$ cat config.mk
export PLATFORM = sky130hd
export DESIGN_NAME = tx_controller_mouth
export DESIGN_NICKNAME = d
export VERILOG_FILES = /design/src/rtl/tx_controller_mouth.sv
export SDC_FILE = /design/constraint.sdc
export NUM_CORES = 1
export LEC_CHECK = 0
export ABC_AREA = 1
export CELL_PAD_IN_SITES_DETAIL_PLACEMENT = 1
export CELL_PAD_IN_SITES_GLOBAL_PLACEMENT = 2
export CORE_MARGIN = 8
export CORE_UTILIZATION = 35
export DETAILED_ROUTE_END_ITERATION = 10
export PLACE_DENSITY_LB_ADDON = 0.1
export SETUP_SLACK_MARGIN = 0.05
export SLEW_MARGIN = 40
export SYNTH_ARGS = -nofsm -noshare
export SYNTH_HDL_FRONTEND = slang
export SYNTH_SLANG_ARGS = --single-unit
$ cat constraint.sdc
create_clock -name clk -period 6.78 [get_ports clk]
set_input_delay 1.017 -clock clk [delete_from_list [all_inputs] [get_ports clk]]
set_output_delay 1.017 -clock clk [all_outputs]
set_load 0.02 [all_outputs]
$ cat src/rtl/tx_controller_mouth.sv
// tx_controller_mouth: serial frame transmitter (preamble, SFD, addr, len, payload, CRC-8), MSB first, idle-low line
// Ports: clk / rst_n            clock, asynchronous active-low reset
//        tx_start, tx_data,     frame request (sampled only in IDLE), payload in tx_data[8*len-1:0],
//        tx_len, dest_id, my_id length 1..15, destination and source node IDs
//        tx_line                registered serial line, one bit per BIT_DIV clocks
//        tx_busy                high from accept until the inter-frame gap ends
//        tx_done, tx_err        registered one-cycle pulses (first GAP cycle / rejected zero-length start)
//        fsm_state              {1'b0, state} debug view
module tx_controller_mouth #(
    parameter int BIT_DIV  = 1,
    parameter int IFG_BITS = 16
) (
    input  logic         clk,
    input  logic         rst_n,
    input  logic         tx_start,
    input  logic [127:0] tx_data,
    input  logic [3:0]   tx_len,
    input  logic [1:0]   dest_id,
    input  logic [1:0]   my_id,
    output logic         tx_line,
    output logic         tx_busy,
    output logic         tx_done,
    output logic         tx_err,
    output logic [3:0]   fsm_state
);
    typedef enum logic [2:0] {IDLE, PRE, SFD, ADDR, LEN, PAY, CRC, GAP} state_t;
    localparam logic [7:0] SFD_PAT = 8'hAB;
    state_t state_q, state_d;
    logic [7:0] div_q, div_d, cnt_q, cnt_d, crc_q, crc_d, crc_sh_q, crc_sh_d;
    logic [127:0] data_q, data_d;
    logic [3:0] len_q, len_d, addr_q, addr_d;
    logic line_q, line_d, busy_q, busy_d, done_q, done_d, err_q, err_d;
    logic tick, last, line_n, fb;
    logic [7:0] lim, last_cnt, cnt_n;
    assign tick = div_q == 8'(BIT_DIV - 1);
    assign lim = {1'b0, len_q, 3'b000} - 8'd1;
    assign last_cnt = state_q == PRE ? 8'd15 :
                      (state_q == SFD || state_q == CRC) ? 8'd7 :
                      (state_q == ADDR || state_q == LEN) ? 8'd3 :
                      state_q == PAY ? lim : 8'(IFG_BITS - 1);
    assign last = cnt_q == last_cnt;
    assign cnt_n = last ? 8'd0 : cnt_q + 8'd1;
    // Value of the bit that becomes visible after the next bit-time boundary.
    // CRC bits after the first come from the shadow copy so crc_q stays frozen.
    assign line_n = state_d == PRE  ? ~cnt_n[0] :
                    state_d == SFD  ? SFD_PAT[3'(8'd7 - cnt_n)] :
                    state_d == ADDR ? addr_q[2'(8'd3 - cnt_n)] :
                    state_d == LEN  ? len_q[2'(8'd3 - cnt_n)] :
                    state_d == PAY  ? data_q[7'(lim - cnt_n)] :
                    state_d == CRC  ? (cnt_n == 8'd0 ? crc_q[7] : crc_sh_q[7]) : 1'b0;
    assign fb = crc_q[7] ^ line_n;
    always_ff @(posedge clk or negedge rst_n) begin
        if (!rst_n) begin
            state_q  <= IDLE;
            div_q    <= '0;
            cnt_q    <= '0;
            crc_q    <= '0;
            crc_sh_q <= '0;
            data_q   <= '0;
            len_q    <= '0;
            addr_q   <= '0;
            line_q   <= 1'b0;
            busy_q   <= 1'b0;
            done_q   <= 1'b0;
            err_q    <= 1'b0;
        end else begin
            state_q  <= state_d;
            div_q    <= div_d;
            cnt_q    <= cnt_d;
            crc_q    <= crc_d;
            crc_sh_q <= crc_sh_d;
            data_q   <= data_d;
            len_q    <= len_d;
            addr_q   <= addr_d;
            line_q   <= line_d;
            busy_q   <= busy_d;
            done_q   <= done_d;
            err_q    <= err_d;
        end
    end
    // GAP + 1 wraps to IDLE in the 3-bit encoding.
    always_comb begin
        state_d = state_q;
        if (state_q == IDLE)
            state_d = (tx_start && tx_len != 4'd0) ? PRE : IDLE;
        else if (tick && last)
            state_d = state_t'(3'(state_q + 3'd1));
    end
    always_comb begin
        div_d    = div_q;
        cnt_d    = cnt_q;
        crc_d    = crc_q;
        crc_sh_d = crc_sh_q;
        data_d   = data_q;
        len_d    = len_q;
        addr_d   = addr_q;
        line_d   = line_q;
        busy_d   = busy_q;
        done_d   = 1'b0;
        err_d    = 1'b0;
        if (state_q == IDLE) begin
            err_d = tx_start && tx_len == 4'd0;
            if (state_d == PRE) begin
                data_d = tx_data;
                len_d  = tx_len;
                addr_d = {dest_id, my_id};
                crc_d  = 8'h00;
                cnt_d  = 8'd0;
                div_d  = 8'd0;
                busy_d = 1'b1;
                line_d = 1'b1;
            end
        end else if (!tick) begin
            div_d = div_q + 8'd1;
        end else begin
            div_d  = 8'd0;
            cnt_d  = cnt_n;
            line_d = line_n;
            done_d = state_q == CRC && last;
            busy_d = state_d != IDLE;
            if (state_d == PAY)
                crc_d = {crc_q[6:0], 1'b0} ^ (fb ? 8'h07 : 8'h00);
            if (state_d == CRC)
                crc_sh_d = cnt_n == 8'd0 ? {crc_q[6:0], 1'b0} : {crc_sh_q[6:0], 1'b0};
        end
    end
    assign tx_line   = line_q;
    assign tx_busy   = busy_q;
    assign tx_done   = done_q;
    assign tx_err    = err_q;
    assign fsm_state = {1'b0, state_q};
endmodule

==> impl_metrics.env <==
export IMPL_post_cts_setup_buffer_count=0
export IMPL_drt_wirelength_per_cell_um=18.88
export IMPL_tritoncts_num_sinks=174
export IMPL_drc=0
export IMPL_clk_root_buffer_cell="sky130_fd_sc_hd__clkbuf_16"
export IMPL_outcome="finished, final reports clean"
export IMPL_number_of_flip_flops_and_latches_in_the_synthesized_netlist=174
export IMPL_detail_route_iter0_violations=483
export IMPL_die_h_um=175.9
export IMPL_syn_area_um2=8952
export IMPL_yosys_area_top_type_share_pct=48.64
export IMPL_route_vias_total=7467
export IMPL_drt_total_wl_um=28430
export IMPL_wire_length_of_the_first_global_routing_pass_um=46150
export IMPL_globalRouteTotalUtil_pct=18.94
export IMPL_netlist_instances=1044
export IMPL_num_fill_cells=2945
export IMPL_worst_pin_slew_ns=0.7677
export IMPL_final_seq_area_um2=4354
export IMPL_cpMaxStageDelayCell="sky130_fd_sc_hd__nor2_1"
export IMPL_maxCapViolations=0
export IMPL_synthMostInstantiatedCell="sky130_fd_sc_hd__nand2_1"
export IMPL_yosys_most_used_dff="sky130_fd_sc_hd__dfrtp_1"
export IMPL_crit_reg2reg_launch="cnt_q[0]"
export IMPL_crit_path_start_kind="register"
export IMPL_yosysSeqAreaShare_pct=48.64
export IMPL_maxSlewViolCount=0
export IMPL_critical_path_capture_point="crc_q[1]"
export IMPL_crit_type="reg2reg"
export IMPL_start_util_pct=35.55
export IMPL_critical_path_max_fanout=16
export IMPL_io_buffer_count=145
export IMPL_cts_hold_fix_bufs=0
export IMPL_floorplan_die_width_um=175.9
export IMPL_power_per_cell_area_nw_per_um2=197.4
export IMPL_yosysWarningCount=0
export IMPL_cts_tree="yes"
export IMPL_max_slew_margin_pct=48.63
export IMPL_rr_endpoint="crc_q[1]"
export IMPL_critical_path_cell_chain="ha_1 > nand2_1 > nor2_1 > nand2_1 > nor2_2 > nand3_2 > nand2_1 > ha_1 > clkinv_1 > nor2_1 > nand2_1 > nor2_1 > nor2_1 > nand2_1 > nand3_1 > nand3_1 > nand3_1 > nand2_1 > nand2_1 > nand3_1 > nand3_1 > nand3_1 > nand2_1"
export IMPL_total_leakage_power_nw=5.492
export IMPL_timing_fmax_mhz=209.1
export IMPL_power_ir_vdd_worst_v=0.0001240
export IMPL_cp_arrival_ns=5.11
export IMPL_route_met2_wl_um=13490
export IMPL_htree_levels=4
export IMPL_grt_max_degree=153
export IMPL_crit_path_start="cnt_q[0]"
export IMPL_die_area_um2=30950
export IMPL_placementRows=58
export IMPL_logic_depth_of_the_worst_register_to_register_path=23
export IMPL_gp_congestion=0.8093
export IMPL_crit_path_frequent_cell="sky130_fd_sc_hd__nand2_1"
export IMPL_netlist_cell_type_count=46
export IMPL_syn_nets=1196
export IMPL_worstPathRequired_ns=7.10
export IMPL_final_min_period_over_clock_period_pct=70.54
export IMPL_area_growth_from_synthesis_to_final_layout_pct=26.07
export IMPL_post_dp_cell_area_um2=10650
export IMPL_fin_tns_setup_ns=0
export IMPL_grt_remaining_overflow=0
export IMPL_top_layer="met4"
export IMPL_final_setup_viol_count=0
export IMPL_postRouteAntennaNets=0
export IMPL_clk_transition_reported_paths_ns=0.08
export IMPL_yosys_top_cells_count="sky130_fd_sc_hd__nand2_1 (179), sky130_fd_sc_hd__dfrtp_1 (174), sky130_fd_sc_hd__nor2_1 (140)"
export IMPL_worst_skew_pair_late_latency_ns=0.44
export IMPL_multi_input_comb_area_um2=3943
export IMPL_synthesis_area_per_instance_um2=8.575
export IMPL_clock_skew_final_ns=0.01117
export IMPL_crit_path_end_kind="register"
export IMPL_vias_per_inst=4.958
export IMPL_design_core_area_um2=25180
export IMPL_final_layout_size_suffix_gt1_share_pct=11.73
export IMPL_stdcell_area_um2=11290
export IMPL_synth_async_reset_ratio_pct=100.0
export IMPL_antenna_cells_inserted=0
export IMPL_top_level_ports=147
export IMPL_timing_reg2reg_setup_slack_ns=2.00
export IMPL_fin_crit_ns=4.783
export IMPL_synth_top_cells_by_area="sky130_fd_sc_hd__dfrtp_1 (49%), sky130_fd_sc_hd__mux2_2 (10%), sky130_fd_sc_hd__nand2_1 (7.5%)"
export IMPL_layout_nets=1316
export IMPL_max_clock_path_buffers=2
export IMPL_synth_edf_count=0
export IMPL_rsz_0062_raised_after_global_routing="no"
export IMPL_drt_pre_antenna_iters=5
export IMPL_dpl_hpwl_um=20180
export IMPL_synth_top_cell_by_area="sky130_fd_sc_hd__dfrtp_1"
export IMPL_cts_buffers=17
export IMPL_min_from="crc_sh_q[5]"
export IMPL_grt_antenna_before_repair=0
export IMPL_cts_resized_gates=0
export IMPL_final_hold_viol_count=0
export IMPL_grt_pass1_vias=8206
export IMPL_hold_class="reg2reg"
export IMPL_critical_path_max_stage_delay_ns=0.75
export IMPL_wirelength_met1_um=13490
export IMPL_route_met3_wl_um=960
-- flip-flops by register name (all words and copies together) (netlist names) --
name      cells
crc_q         8
tx_line       1
tx_done       1
state_q       3
cnt_q         8
tx_err        1
data_q      128
len_q         4
tx_busy       1
crc_sh_q      7
addr_q        4
div_q         8
-- metal layers --
metal  GRT usage (%)  vias to the layer above
li1                -                     3646
met1           25.32                     3648
met2           30.92                      137
met3           3.546                       36
met4           5.334                        0
met5               0                        -
-- cell families (layout without fill, tap and decap cells) --
kind of cell	count (synthesis)	in the layout	synth area share, %
simple gates	448	448	21.26
mux	84	84	10.52
xor+xnor	8	8	0.7827
flops	174	174	48.64
compound gates	150	150	9.322
buf+inv	166	298	7.617
fa+ha+maj	13	13	1.817
other cells	1	1	0.04189
-- stage by stage --
step,hold slack [ns],power (mW),cells,utilization (%),worst slack [ns]
global route,0.5171,2.299,1506,44.82,1.514
floorplan,0.4465,1.060,1044,-,3.355
detailed placement,0.4682,1.168,1475,42.29,1.725
finish,0.4818,2.227,1506,44.82,1.997
CTS,0.4875,2.255,1506,44.79,1.670
global placement,0.4664,1.168,1475,42.25,1.909
-- how the worst min path moves through the flow --
stage / end / slack, ns / cells after the start
after detailed placement: crc_sh_q[5] / 0.47 / 2
final: crc_sh_q[5] / 0.48 / 2
after global routing: data_q[50] / 0.52 / 1
after global placement: crc_sh_q[5] / 0.47 / 2
after CTS: crc_sh_q[5] / 0.49 / 2
after floorplan: crc_sh_q[1] / 0.45 / 2
-- area by class of cell --
type,count,share of cell area [%]
flip-flops and latches,174,38.58
well taps,330,3.659
clock buffers,18,3.803
inverters,117,3.914
multi-input cells,704,34.93
clock inverters,13,1.774
repair buffers,150,13.34
-- cells in the final DEF (no fill, tap or decap), types with 6 or more instances in the layout --
cell type / n
sky130_fd_sc_hd__nor3_1: 7
sky130_fd_sc_hd__mux2_2: 81
sky130_fd_sc_hd__dfrtp_1: 174
sky130_fd_sc_hd__ha_1: 13
sky130_fd_sc_hd__nand3_1: 97
sky130_fd_sc_hd__clkdlybuf4s50_1: 144
sky130_fd_sc_hd__o211ai_1: 6
sky130_fd_sc_hd__a21oi_1: 65
sky130_fd_sc_hd__xor2_1: 6
sky130_fd_sc_hd__nor2_1: 140
sky130_fd_sc_hd__nand3b_1: 7
sky130_fd_sc_hd__o22ai_1: 14
sky130_fd_sc_hd__inv_1: 107
sky130_fd_sc_hd__o21ai_0: 44
sky130_fd_sc_hd__o21ai_1: 6
sky130_fd_sc_hd__nand2_1: 178
sky130_fd_sc_hd__clkbuf_16: 17
-- worst max-delay path, delay by kind of cell (launching register included) --
| family | cells | cell delay, ns |
|---|---|---|
| DFF | 1 | 0.65 |
| buffers and inverters | 1 | 0.39 |
| adders and majority gates | 2 | 0.54 |
| and+or+nand+nor | 20 | 3.06 |
-- report_power, final --
part,total (mW),internal [mW],switching (mW),leakage (nW)
registers,1.04,1.04,0,2.11
logic,0.108,0.0707,0.0375,3.07
clock network,1.08,0.626,0.456,0.304
No activity file was read; power rests on OpenSTA's default activity.
